## src/rtl/region_addr_gen.sv

```systemverilog
// Burst address generator: turns {region, offset, len} commands into a stream of 16-bit addresses inside that region.
// Optional macro REGION_ADDR_WRAP_EN: offsets wrap 12'hFFF -> 12'h000 instead of truncating the burst with an err pulse.
module region_addr_gen #(
  parameter int LEN_W = 12
) (
  input  logic             clk,
  input  logic             rst,
  input  logic             cmd_valid,
  output logic             cmd_ready,
  input  logic [2:0]       cmd_region,
  input  logic [11:0]      cmd_offset,
  input  logic [LEN_W-1:0] cmd_len,
  output logic             addr_valid,
  input  logic             addr_ready,
  output logic [15:0]      addr,
  output logic             addr_last,
  output logic             err,
  output logic             busy,
  output logic [1:0]       dbg_state
);

  // Handshakes: a transfer happens on a posedge where valid && ready are both high;
  // the producer holds valid and its payload stable until that edge.

  typedef enum logic [1:0] {
    S_IDLE  = 2'd0,
    S_BURST = 2'd1,
    S_ERR   = 2'd2
  } state_e;

`ifdef REGION_ADDR_WRAP_EN
  localparam bit WRAP_EN = 1'b1;
`else
  localparam bit WRAP_EN = 1'b0;
`endif

  state_e           state_q, state_d;
  logic [3:0]       nibble_q, nibble_d;
  logic [11:0]      offset_q, offset_d;
  logic [LEN_W-1:0] remain_q, remain_d;
  logic             addr_valid_q, addr_last_q, err_q, busy_q;
  logic             last_d;
  logic             map_ok;
  logic [3:0]       map_nib;

  always_comb begin
    map_ok  = 1'b1;
    map_nib = 4'h0;
    case (cmd_region)
      3'd0, 3'd1, 3'd2, 3'd3: map_nib = {1'b0, cmd_region};
      3'd7:                   map_nib = 4'hF;
      default:                map_ok  = 1'b0;
    endcase
  end

  always_comb begin
    state_d  = state_q;
    nibble_d = nibble_q;
    offset_d = offset_q;
    remain_d = remain_q;
    case (state_q)
      S_IDLE: begin
        if (cmd_valid) begin
          if (map_ok) begin
            state_d  = S_BURST;
            nibble_d = map_nib;
            offset_d = cmd_offset;
            remain_d = cmd_len;
          end else begin
            state_d = S_ERR;
          end
        end
      end
      S_BURST: begin
        if (addr_ready) begin
          offset_d = offset_q + 12'd1;
          remain_d = remain_q - 1'b1;
          if (addr_last_q) begin
            // A last beat forced by the 12'hFFF boundary with beats still owed is a truncation.
            if (!WRAP_EN && offset_q == 12'hFFF && remain_q != '0) state_d = S_ERR;
            else                                                   state_d = S_IDLE;
          end
        end
      end
      S_ERR:   state_d = S_IDLE;
      default: state_d = S_IDLE;
    endcase
  end

  always_comb begin
    last_d = (remain_d == '0) || (!WRAP_EN && offset_d == 12'hFFF);
  end

  always_ff @(posedge clk) begin
    if (rst) begin
      state_q      <= S_IDLE;
      nibble_q     <= 4'h0;
      offset_q     <= 12'h000;
      remain_q     <= '0;
      addr_valid_q <= 1'b0;
      addr_last_q  <= 1'b0;
      err_q        <= 1'b0;
      busy_q       <= 1'b0;
    end else begin
      state_q      <= state_d;
      nibble_q     <= nibble_d;
      offset_q     <= offset_d;
      remain_q     <= remain_d;
      addr_valid_q <= (state_d == S_BURST);
      addr_last_q  <= (state_d == S_BURST) && last_d;
      err_q        <= (state_d == S_ERR);
      busy_q       <= (state_d != S_IDLE);
    end
  end

  assign cmd_ready  = (state_q == S_IDLE) && !rst;
  assign addr_valid = addr_valid_q;
  assign addr       = {nibble_q, offset_q};
  assign addr_last  = addr_last_q;
  assign err        = err_q;
  assign busy       = busy_q;
  assign dbg_state  = state_q;

endmodule

```

## config.mk

```make
export PLATFORM = sky130hd
export DESIGN_NAME = region_addr_gen
export DESIGN_NICKNAME = d
export VERILOG_FILES = /design/src/rtl/region_addr_gen.sv
export SDC_FILE = /design/constraint.sdc
export NUM_CORES = 1
export LEC_CHECK = 0
export ABC_AREA = 1
export BUFFER_PORTS_ARGS = -buffer_cell sky130_fd_sc_hd__buf_4
export CORE_AREA = 10 10 95 72
export DETAILED_ROUTE_END_ITERATION = 10
export DIE_AREA = 0 0 105 82
export PLACE_DENSITY = 0.67
export RECOVER_POWER = 100
export SLEW_MARGIN = 15
export SYNTH_ARGS = -nofsm -noshare
export SYNTH_HDL_FRONTEND = slang
export SYNTH_SLANG_ARGS = --single-unit
```

## constraint.sdc

```tcl
create_clock -name clk -period 2.8 [get_ports clk]
set_input_delay 0.56 -clock clk [delete_from_list [all_inputs] [get_ports clk]]
set_output_delay 0.56 -clock clk [all_outputs]
set_load 0.05 [all_outputs]
```

After elaboration in Yosys (flattened, before gate mapping) --
Cells that the tools add are included.
Storage, ports and cells: word-level logic and storage cells 48, output and inout port bits 23, register bits after elaboration 34
Operators by class: equality and inequality tests 9, mux-type cells 16, add/sub/neg operators 2, reduce and logical (&&, ||, !) cells 13
Operator list (number):
- two-way mux 12 bit | 6
- case mux 12 bit (2 select lines) | 2
- == test 12 bit (second input constant) | 2
- adder 12 x 1 -> 12 bit (second input constant) | 1
- logical NOT 12 bit | 1
- nonzero test 12 bit | 1
- subtractor 12 x 1 -> 12 bit (second input constant) | 1
- two-way mux 2 bit | 5
- case mux 4 bit (2 select lines) | 1
- == test 3 x 2 -> 1 bit (second input constant) | 2
- OR reduction 5 bit | 1
- == test 2 x 1 -> 1 bit (second input constant) | 2
- case mux 2 bit (2 select lines) | 1
- OR reduction 4 bit | 1
- == test 3 x 1 -> 1 bit (second input constant) | 1
- == test 3 bit (second input constant) | 1
- logical AND 1 bit | 3
- logical NOT 3 bit | 1
- AND reduction 3 bit | 1
- == test 2 bit (second input constant) | 1
- logical NOT 2 bit | 1
- nonzero test 2 bit | 1
- logical NOT 1 bit | 1
- logical OR 1 bit | 1
- two-way mux 1 bit | 1

Depth between registers and ports, before layout --
Gate-level depths: netlist (run 1).
depth in word-level cells 9, depth in mapped cells 14, gate-level depth less buffers 14

Worst setup path before layout (run 1) --
OpenSTA, ideal clock, no wires.
path type flip-flop to output port, start register state_q[1] (netlist: dbg_state[1]), end output cmd_ready, arrival 1.775 ns, setup slack 0.465 ns, cell stages (with the launch flop) 7, path through dfxtp_1 buf_6 nor2_4 buf_8 inv_4 buf_6 nor2_1
On the way: word-level cells in the longest chain between the ends 2
Ends and longest elaborated chain:
- start, declared | line 37 | state_e state_q, state_d;
- start signal, assigned | line 105 | state_q <= state_d;
- logical NOT 2 bit | line 116 | assign cmd_ready = (state_q == S_IDLE) && !rst;
- logical AND 1 bit | line 116
- end, declared | line 9 | output logic cmd_ready,
No other way between the ends.

Worst setup path after layout (run 1) --
Ends and elaborated chain as after synthesis.

==> results of run 1 <==
==> how the worst max path moves through the flow <==
stage / slack, ns / startpoint / depth (start not counted) / end
after floorplan: 0.46 / dbg_state[1] / 6 / cmd_ready
after global placement: 0.73 / cmd_region[0] / 14 / addr_last
after detailed placement: 0.65 / cmd_region[0] / 14 / addr_last
after CTS: 0.63 / dbg_state[1] / 4 / cmd_ready
after global routing: 0.26 / dbg_state[1] / 4 / cmd_ready
final: 0.39 / dbg_state[1] / 4 / cmd_ready
==> kinds of logic (layout without fill, tap and decap cells) <==
kind of cell               count (synthesis)  in the layout  synth area share (%)
and+or+nand+nor                          246            246                  47.6
buffers and inverters                     55            106                  10.9
AOI/OAI and AO/OA                         41             41                  10.4
DFF                                       34             34                  29.5
adders and majority gates                  3              3                  1.63
==> placed cells by master, fill, tap and decap left out, types with 2 or more instances in the layout <==
cell	count
sky130_fd_sc_hd__nand3b_1	4
sky130_fd_sc_hd__nor2_4	3
sky130_fd_sc_hd__nand2_1	98
sky130_fd_sc_hd__nand3_1	52
sky130_fd_sc_hd__a22oi_1	3
sky130_fd_sc_hd__dfxtp_1	34
sky130_fd_sc_hd__nor3_1	5
sky130_fd_sc_hd__a21oi_1	21
sky130_fd_sc_hd__clkbuf_8	6
sky130_fd_sc_hd__nand2_2	3
sky130_fd_sc_hd__clkbuf_1	23
sky130_fd_sc_hd__inv_1	44
sky130_fd_sc_hd__nor2_1	67
sky130_fd_sc_hd__a31oi_1	7
sky130_fd_sc_hd__buf_4	32
sky130_fd_sc_hd__nand4_1	7
sky130_fd_sc_hd__nor2_2	2
sky130_fd_sc_hd__ha_1	3
sky130_fd_sc_hd__o21ai_0	8
==> area by class of cell <==
type | count | share of cell area [%]
Multi-Input combinational cell | 290 | 50.3
Timing Repair Buffer | 54 | 11.9
Tap cell | 72 | 3.31
Inverter | 44 | 6.07
Clock buffer | 7 | 3.18
Sequential cell | 34 | 25.0
Clock inverter | 1 | 0.184
==> layer usage <==
layer / vias to the layer above / wire length, um / track usage (%)
met4: 0 / 68 / 3.01
met5: - / 0 / 0
li1: 1327 / - / -
met3: 10 / 698 / 5.94
met2: 125 / 2860 / 22.9
met1: 1207 / 3600 / 24.4
==> where the power goes <==
group	switching, mW	leakage [nW]	total, mW	internal [mW]
Combinational	0.388	0.940	0.550	0.162
Clock	0.184	0.0482	0.382	0.199
Sequential	0.0546	0.280	0.585	0.530
Total	0.627	1.27	1.52	0.890
==> worst max-delay path, delay by kind of cell, from the launching register on <==
| kind | cells | cell delay [ns] |
|---|---|---|
| buf+inv | 2 | 0.59 |
| simple gates | 2 | 0.56 |
| flops | 1 | 0.43 |
==> registers in the layout, indices dropped and copies added (netlist names) <==
register and cells:
addr_last 1, offset_q 12, addr_valid 1, remain_q 12
busy 1, err 1, dbg_state 2, nibble_q 4
==> per-stage QoR <==
step	utilization [%]	power (mW)	cells
after floorplan	-	1.01	379
after global placement	53.7	1.17	494
after detailed placement	53.7	1.17	494
after CTS	55.5	1.55	502
after global routing	53.7	1.62	502
final	53.7	1.52	502
==> results by stage, run 1 <==
CTS:
- After clock tree synthesis, the repair step resized 0 gates.
- Post-CTS timing repair inserted 0 buffers for setup.
- The TritonCTS buffer count is 5.
- TritonCTS built the clock tree.
- After clock tree synthesis, the flow added hold-fix buffers numbering 0.
- The insertion delay of the later-clocked pin in the worst-skew pair is around 0.28 ns.
- The register clock-pin slew on the reported worst setup and hold paths is about 0.060 ns.
- The number of sinks on the clock net is 34.
- The clock passes through at most 2 buffers.
- The clock root buffer is sky130_fd_sc_hd__clkbuf_8.
- CTS built an H-tree with a depth of 2.

Synth:
- Among all cell types in the netlist, the one instantiated most often is sky130_fd_sc_hd__nand2_1.
- The biggest area consumer among synthesized cells is sky130_fd_sc_hd__dfxtp_1.
- The sequential area share after synthesis is about 30%.
- The share of the synthesized area in the top cell type is approximately 29%.
- The synthesized area per cell is 6.09 sq um.
- Yosys attributes the largest share of cell area to sky130_fd_sc_hd__dfxtp_1 (29%), sky130_fd_sc_hd__nand2_1 (16%), sky130_fd_sc_hd__nand3_1 (11%).
- The synthesized design contains 0 enable-type register cells.
- The total standard cell area after synthesis is approximately 0.0023 sq mm.
- The main flop type after synthesis is sky130_fd_sc_hd__dfxtp_1.
- The post-synthesis async set-or-reset flop share is 0%.
- By count the netlist is led by sky130_fd_sc_hd__nand2_1 (98), sky130_fd_sc_hd__nor2_1 (66), sky130_fd_sc_hd__nand3_1 (52).
- The number of nets in the synthesized netlist is just over 400.
- The warning count from the yosys run is 0.
- The number of standard cells after synthesis is around 380.
- After synthesis, the netlist uses 31 different library cells.
- The number of register bits inferred by synthesis is 34.

Min path:
- In this run the worst hold path is classified as register to register.
- For hold timing, the worst endpoint is nibble_q[0].
- The start point of the worst min-delay path is nibble_q[0].
- The worst hold path depth is 2.

STA:
- For the pin with the worst max-slew slack, the measured transition is between 0.6 and 0.7 ns.
- The minimum hold slack is 0.468 ns.
- The final number of setup-violating endpoints is 0.
- The maximum clock frequency is around 410 MHz.
- Across all setup checks in the final design, the least slack found is a little under 0.4 ns.
- Setup total negative slack on the finished layout was measured at 0 ns.
- The number of max-slew violations in the final report is 0.
- The final critical-path share of the clock period is a little under nine tenths.
- Setup repair after global routing left no endpoint under its margin.
- The count of final hold-check violations is 0.
- The time the worst path needs with I/O delays and setup is 2.41 ns.
- Measured against its own limit, the worst slew margin works out to 56.2%.
- On the final layout, the worst clock skew is between 0.008 and 0.009 ns.

Detailed routing:
- For this block, the routed nets add up to between 7000 and 8000 um of wire.
- The routed length per instance is approximately 14 um.
- The via count of the routed design is roughly 2700.
- The number of DRC violations after detailed-routing iteration 0 is about 210.
- In the routed design, unresolved DRC markers number 0.
- After detailed routing, the number of vias per cell comes to 5.32.
- The first-pass iteration count of the detailed router is 4.
- The count of nets left with antenna violations once routing finished came out at 0.

Worst setup path:
- The arrival time reported for the critical path endpoint is about 1.9 ns.
- Of all nets on the critical path, the largest fanout is 14.
- The worst register-to-register path has a setup slack of around 0.64 ns.
- The critical path's slowest cell is sky130_fd_sc_hd__dfxtp_1.
- Data on the critical path is required at its endpoint by 2.24 ns.
- The highest cell delay on the worst timing path is around 0.43 ns.
- STA classifies the critical path startpoint as a register.
- The worst reg-to-reg path cell count is 11.
- The worst setup path is of the register to output port kind.
- The critical path goes through nor2_4 -> inv_1 -> nor2_1 -> buf_4.
- The capture instance of the worst register-to-register path is addr_last.
- The worst reg2reg path startpoint is dbg_state[1].
- The type of destination of the critical path is an output port.

Die:
- Row generation in the floorplan step produced 22 rows.
- The vertical die dimension is around 82 um.
- The floorplan step defined a die boundary enclosing around 0.0086 sq mm.
- The count of boundary I/O pins is 54.
- In this run the standard cell core region covers about 0.0051 sq mm.
- The width of the chip is roughly 110 um.
- The effective utilization at floorplan is 45.6%.

Placement:
- The routability-driven placement congestion ratio is roughly 0.9.
- Summing all placed instances gives a cell area of roughly 0.0027 sq mm.
- The count of port buffers added during placement is 53.
- At the placement stage, the worst setup path has a slack of 0.652 ns.
- The HPWL reported at the end of detailed placement is between 5000 and 6000 um.

Power and ir drop:
- In this run the static leakage power is 1.27 nW.
- In this run the power density over the cells is 558 mW/mm^2.
- The worst-case IR drop observed on VDD is around 0.31 mV.

Global route:
- The first global-routing pass estimated 11900 um of wire.
- The pin count of the biggest net entering global routing is 33.
- The aggregate global routing overflow is 0.
- The initial antenna violation count is 0.
- The number of global-route vias before repair is about 2400.
- Global routing consumed, over all layers together, about 17% of the routing resources.

Layout:
- The final instance area is between 0.002 and 0.003 sq mm.
- The layout filler cell count is 576.
- The fraction of final layout cells with drive strength greater than 1 is between 10% and 20%.
- The area growth from synthesis to final layout is 17.8%.
- The area of the multi-input gates is between 0.001 and 0.0015 sq mm.
- The area taken by flip-flops and latches is 681 sq um.
- 0 antenna diodes ended up in the layout.
- For this run, the post-layout net count is 463.

Flow run:
- The max-cap violation count is 0.

Outcome:
- The flow ran to the end, and the final reports show no timing, DRC or antenna violations.
Power figures use the tool's default switching activity.
==> inputs of run 2 (changes only) <==
--- a/config.mk
+++ b/config.mk
@@ -5,12 +5,12 @@
 export SDC_FILE = /design/constraint.sdc
 export NUM_CORES = 1
 export LEC_CHECK = 0
-export ABC_AREA = 1
 export BUFFER_PORTS_ARGS = -buffer_cell sky130_fd_sc_hd__buf_4
-export CORE_AREA = 10 10 95 72
+export CORE_AREA = 10 10 90 68
+export CTS_BUF_LIST = sky130_fd_sc_hd__clkbuf_8
 export DETAILED_ROUTE_END_ITERATION = 10
-export DIE_AREA = 0 0 105 82
-export PLACE_DENSITY = 0.67
+export DIE_AREA = 0 0 100 78
+export PLACE_DENSITY = 0.68
 export RECOVER_POWER = 100
 export SLEW_MARGIN = 15
 export SYNTH_ARGS = -nofsm -noshare
==> run 2 against run 1 <==
Hold slack worse by 0.010 ns. Global-route usage is 0.78 points lower. Routed wire length is 12% lower. Largest power group unchanged.
==> results by stage, run 2 <==
Outcome:
- Status: complete, no violations (unchanged).

Worst setup path:
- The critical path's slowest cell is sky130_fd_sc_hd__dfxtp_1 (unchanged).
- The highest cell delay on the worst timing path was 0.58 ns (was 0.43 ns).
- The arrival time reported for the critical path endpoint came to 2.69 ns (was 1.85 ns).
- The worst endpoint required time is 3.01 ns (was 2.24 ns).
- The cell with the most instances on the worst path is sky130_fd_sc_hd__a21oi_1.
- List of cells traversed by the critical path: clkbuf_1 -> or2_0 -> a21oi_1 -> nor3_1 -> a21oi_1 -> nor4_1 -> nand4_1 -> a21boi_0 (was nor2_4 -> inv_1 -> nor2_1 -> buf_4).
- The highest net fanout along the worst path is 10 (was 14).
- The startpoint type of the worst setup path is a register (unchanged).
- The critical path class was register to register (was register to output port).
- The capture instance of the worst register-to-register path is addr_last (unchanged).
- The launching instance or port of the critical path is dbg_state[0] (was dbg_state[1]).
- The worst reg-to-reg path cell count came to 8 (was 11).
- The worst reg2reg path startpoint is dbg_state[0] (was dbg_state[1]).
- The end of the critical path is addr_last (was cmd_ready).
- The type of destination of the critical path is a register (was output port).
- The register-to-register path setup slack came to 0.33 ns (was 0.64 ns).

Global route:
- The met3 demand-to-capacity share in global routing was 5.58% (was 5.94%).
- The pin count of the biggest net entering global routing was 35 (was 33).
- The met1 demand-to-capacity share in global routing is 22.3% (was 24.4%).
- The routing layer with the top usage in global route is met2 (was met1).
- The initial antenna violation count came to 0 (unchanged).
- The aggregate global routing overflow is 0 (unchanged).
- The number of global-route vias before repair is 1998 (was 2360).
- The global-route wire length before repair is 10300 um (was 11900 um).
- The global-route total usage across every layer came to 16.0% (was 16.7%).
- The met2 demand-to-capacity share in global routing is 22.9% (about the same).

Placement:
- The count of port buffers added during placement is 53 (unchanged).
- The area of placed instances is 0.00245 sq mm (was 0.00272 sq mm).
- The number of placed instances with taps included is 353 (was 494).
- The routability-driven placement congestion ratio is 0.959 (was 0.902).
- The HPWL reported at the end of detailed placement is 4920 um (was 5550 um).

Layout:
- The final core utilization is 54.1% (was 53.7%).
- The number of standard cells in the layout, taps in and fillers out was 361 (was 502).
- The antenna diode count is 0 (unchanged).
- Largest registers: offset_q: 12 flops, remain_q: 12 flops, nibble_q: 4 flops (unchanged).
- The area growth from synthesis to final layout came to 22.1% (was 17.8%).
- Most frequent cells in the layout: sky130_fd_sc_hd__dfxtp_1 (34), sky130_fd_sc_hd__buf_4 (33), sky130_fd_sc_hd__nor2_1 (32) (was sky130_fd_sc_hd__nand2_1 (98), sky130_fd_sc_hd__nor2_1 (67), sky130_fd_sc_hd__nand3_1 (52)).
- The layout filler cell count is 474 (was 576).
- The fraction of final layout cells with drive strength greater than 1 is 16.1% (was 11.9%).
- The net count reported at finish was 337 (was 463).
- The most frequent standard cell in the layout excluding fill and tap cells is sky130_fd_sc_hd__dfxtp_1 (was sky130_fd_sc_hd__nand2_1).
- The final instance area is 0.00246 sq mm (was 0.00272 sq mm).

STA:
- The count of final hold-check violations is 0 (unchanged).
- The final number of setup-violating endpoints is 0 (unchanged).
- RSZ-0062 raised after global routing: no (unchanged).
- The final critical-path share of the clock period came to 88.4% (was 86.1%).
- The post-route setup TNS came to 0 ns (unchanged).
- The number of max-slew violations in the final report is 0 (unchanged).
- The minimum hold slack was 0.457 ns (was 0.468 ns).
- The setup clock skew after layout is 0.00739 ns (was 0.00816 ns).
- The actual transition at the worst max-transition pin is 0.628 ns (was 0.660 ns).
- The time the worst path needs with I/O delays and setup was 2.47 ns (was 2.41 ns).
- The worst slew margin relative to its limit is 58.2% (was 56.2%).
- The maximum clock frequency is 404 MHz (was 415 MHz).

Detailed routing:
- The routed length per instance was 17.6 um (was 14.4 um).
- The post-detailed-route via-to-cell ratio is 5.78 (was 5.32).
- The via count of the routed design was 2088 (was 2669).
- The wire length reported by the detailed router is 6340 um (was 7220 um).
- The first-pass iteration count of the detailed router is 4 (unchanged).
- The number of DRC violations after detailed-routing iteration 0 is 185 (was 212).
- The number of nets with antenna violations after routing is 0 (unchanged).
- The number of remaining DRC errors is 0 (unchanged).

CTS:
- The register clock-pin slew on the reported worst setup and hold paths is 0.07 ns (was 0.06 ns).
- The clock root buffer is sky130_fd_sc_hd__clkbuf_8 (unchanged).
- The quantity of hold-fixing buffers added after cts came to 0 (unchanged).
- The number of setup buffers added after CTS is 0 (unchanged).
- The TritonCTS clock tree is built (unchanged).
- The insertion delay of the later-clocked pin in the worst-skew pair came to 0.28 ns (about the same).
- The deepest level of the CTS H-tree is 2 (unchanged).
- The TritonCTS buffer count is 5 (unchanged).
- The number of cells upsized or downsized after cts is 0 (unchanged).
- The number of sinks on the clock net came to 34 (unchanged).
- The maximum root-to-sink buffer count is 2 (unchanged).

Synth:
- The sequential area share after synthesis is 33.8% (was 29.5%).
- The number of standard cells after synthesis is 252 (was 379).
- The share of the synthesized area in the top cell type was 33.8% (was 29.5%).
- The warning count from the yosys run is 0 (unchanged).
- The post-synth net total is 286 (was 413).
- The main flop type after synthesis is sky130_fd_sc_hd__dfxtp_1 (unchanged).
- The biggest area consumer among synthesized cells is sky130_fd_sc_hd__dfxtp_1 (unchanged).
- The post-synthesis async set-or-reset flop share is 0% (unchanged).
- The number of register bits inferred by synthesis is 34 (unchanged).
- Dominant cells by area after synthesis: sky130_fd_sc_hd__dfxtp_1 (34%), sky130_fd_sc_hd__nor2_1 (6.0%), sky130_fd_sc_hd__nand2_1 (4.7%) (was sky130_fd_sc_hd__dfxtp_1 (29%), sky130_fd_sc_hd__nand2_1 (16%), sky130_fd_sc_hd__nand3_1 (11%)).
- Cell types with the highest counts after synthesis: sky130_fd_sc_hd__dfxtp_1 (34), sky130_fd_sc_hd__nor2_1 (32), sky130_fd_sc_hd__nand2_1 (25) (was sky130_fd_sc_hd__nand2_1 (98), sky130_fd_sc_hd__nor2_1 (66), sky130_fd_sc_hd__nand3_1 (52)).
- The synthesized area per cell is 7.98 sq um (was 6.09 sq um).
- The most frequently used cell type in the post-synthesis netlist is sky130_fd_sc_hd__dfxtp_1 (was sky130_fd_sc_hd__nand2_1).
- The total standard cell area after synthesis is 0.00201 sq mm (was 0.00231 sq mm).
- The number of enable flip-flop cells after synthesis is 0 (unchanged).
- The count of different cell masters after synthesis is 59 (was 31).

Min path:
- The worst hold path depth is 2 (unchanged).
- The type of the worst min-delay path is register to register (unchanged).

Die:
- The cell row count is 21 (was 22).
- The die outline area came to 0.00780 sq mm (was 0.00861 sq mm).
- The width of the chip is 100 um (was 105 um).
- The placeable core area is 0.00455 sq mm (was 0.00506 sq mm).
- The count of boundary I/O pins is 54 (unchanged).
- The effective utilization at floorplan is 44.3% (was 45.6%).
- The vertical die dimension is 78 um (was 82 um).

Flow run:
- The max-cap violation count is 0 (unchanged).

Power and ir drop:
- The worst IR drop on VDD came to 0.350 mV (was 0.313 mV).
- The power per standard cell area came to 594 mW/mm^2 (was 558 mW/mm^2).
- The cell leakage power is 0.961 nW (was 1.27 nW).
==> run 2: cell types whose count changed in the layout (fill, tap and decap cells not counted), moves of 5 or more <==
cell | before | now
sky130_fd_sc_hd__nor4_1 | 1 | 6
sky130_fd_sc_hd__nor2b_1 | 0 | 7
sky130_fd_sc_hd__nand2b_1 | 0 | 6
sky130_fd_sc_hd__nand2_1 | 98 | 25
sky130_fd_sc_hd__mux2i_1 | 0 | 5
sky130_fd_sc_hd__inv_1 | 44 | 7
sky130_fd_sc_hd__nor2_1 | 67 | 32
sky130_fd_sc_hd__nand3_1 | 52 | 9
sky130_fd_sc_hd__nor3_1 | 5 | 11
sky130_fd_sc_hd__o21ai_0 | 8 | 3
==> run 2: cells by family after synthesis <==
| logic type | Yosys count | synth area share, % |
|---|---|---|
| simple gates | 126 | 33.8 |
| flops | 34 | 33.8 |
| mux | 8 | 4.17 |
| buf+inv | 19 | 4.35 |
| compound gates | 62 | 22.0 |
| fa+ha+maj | 3 | 1.87 |
==> run 2: power breakdown <==
| part | internal, mW | total (mW) | leakage, nW | switching (mW) |
|---|---|---|---|---|
| clock | 0.259 | 0.434 | 0.0607 | 0.175 |
| combinational | 0.154 | 0.446 | 0.621 | 0.292 |
| sequential | 0.526 | 0.580 | 0.279 | 0.0537 |
==> run 2: cell type report <==
type,instances,area (sq um),share of cell area [%]
multi-input combinational,199,1240,50.4
sequential,34,681,27.7
timing repair buffer,58,343,14.0
tap,57,71.3,2.90
clock buffer,5,68.8,2.80
clock inverter,3,37.5,1.53
inverter,5,18.8,0.764
==> run 2: through the flow <==
| step | power (mW) | setup WS, ns |
|---|---|---|
| detailed placement | 1.06 | 0.226 |
| global route | 1.54 | 0.0915 |
| global placement | 1.06 | 0.342 |
| CTS | 1.50 | 0.392 |
| finish | 1.46 | 0.326 |
| floorplan | 0.903 | 0.448 |
==> run 2: layer usage <==
metal	wire, um	vias up
met5	0	-
met4	63	0
met3	557	9
met2	2680	80
met1	3050	963
li1	-	1036
==> run 2: worst min-delay path by stage <==
stage                       startpoint            to  slack [ns]
after floorplan           remain_q[11]  remain_q[11]        0.47
after global placement     nibble_q[0]   nibble_q[0]        0.45
after detailed placement   nibble_q[0]   nibble_q[0]        0.45
after CTS                  nibble_q[0]   nibble_q[0]        0.46
after global routing       nibble_q[1]   nibble_q[1]        0.48
final                      nibble_q[0]   nibble_q[0]        0.46
==> run 2: worst max-delay path: cells and delay by family, from the launching register on <==
family | cells | cell delay (ns)
buf+inv | 1 | 0.26
flops | 1 | 0.58
simple gates | 4 | 1.11
compound gates | 3 | 0.45
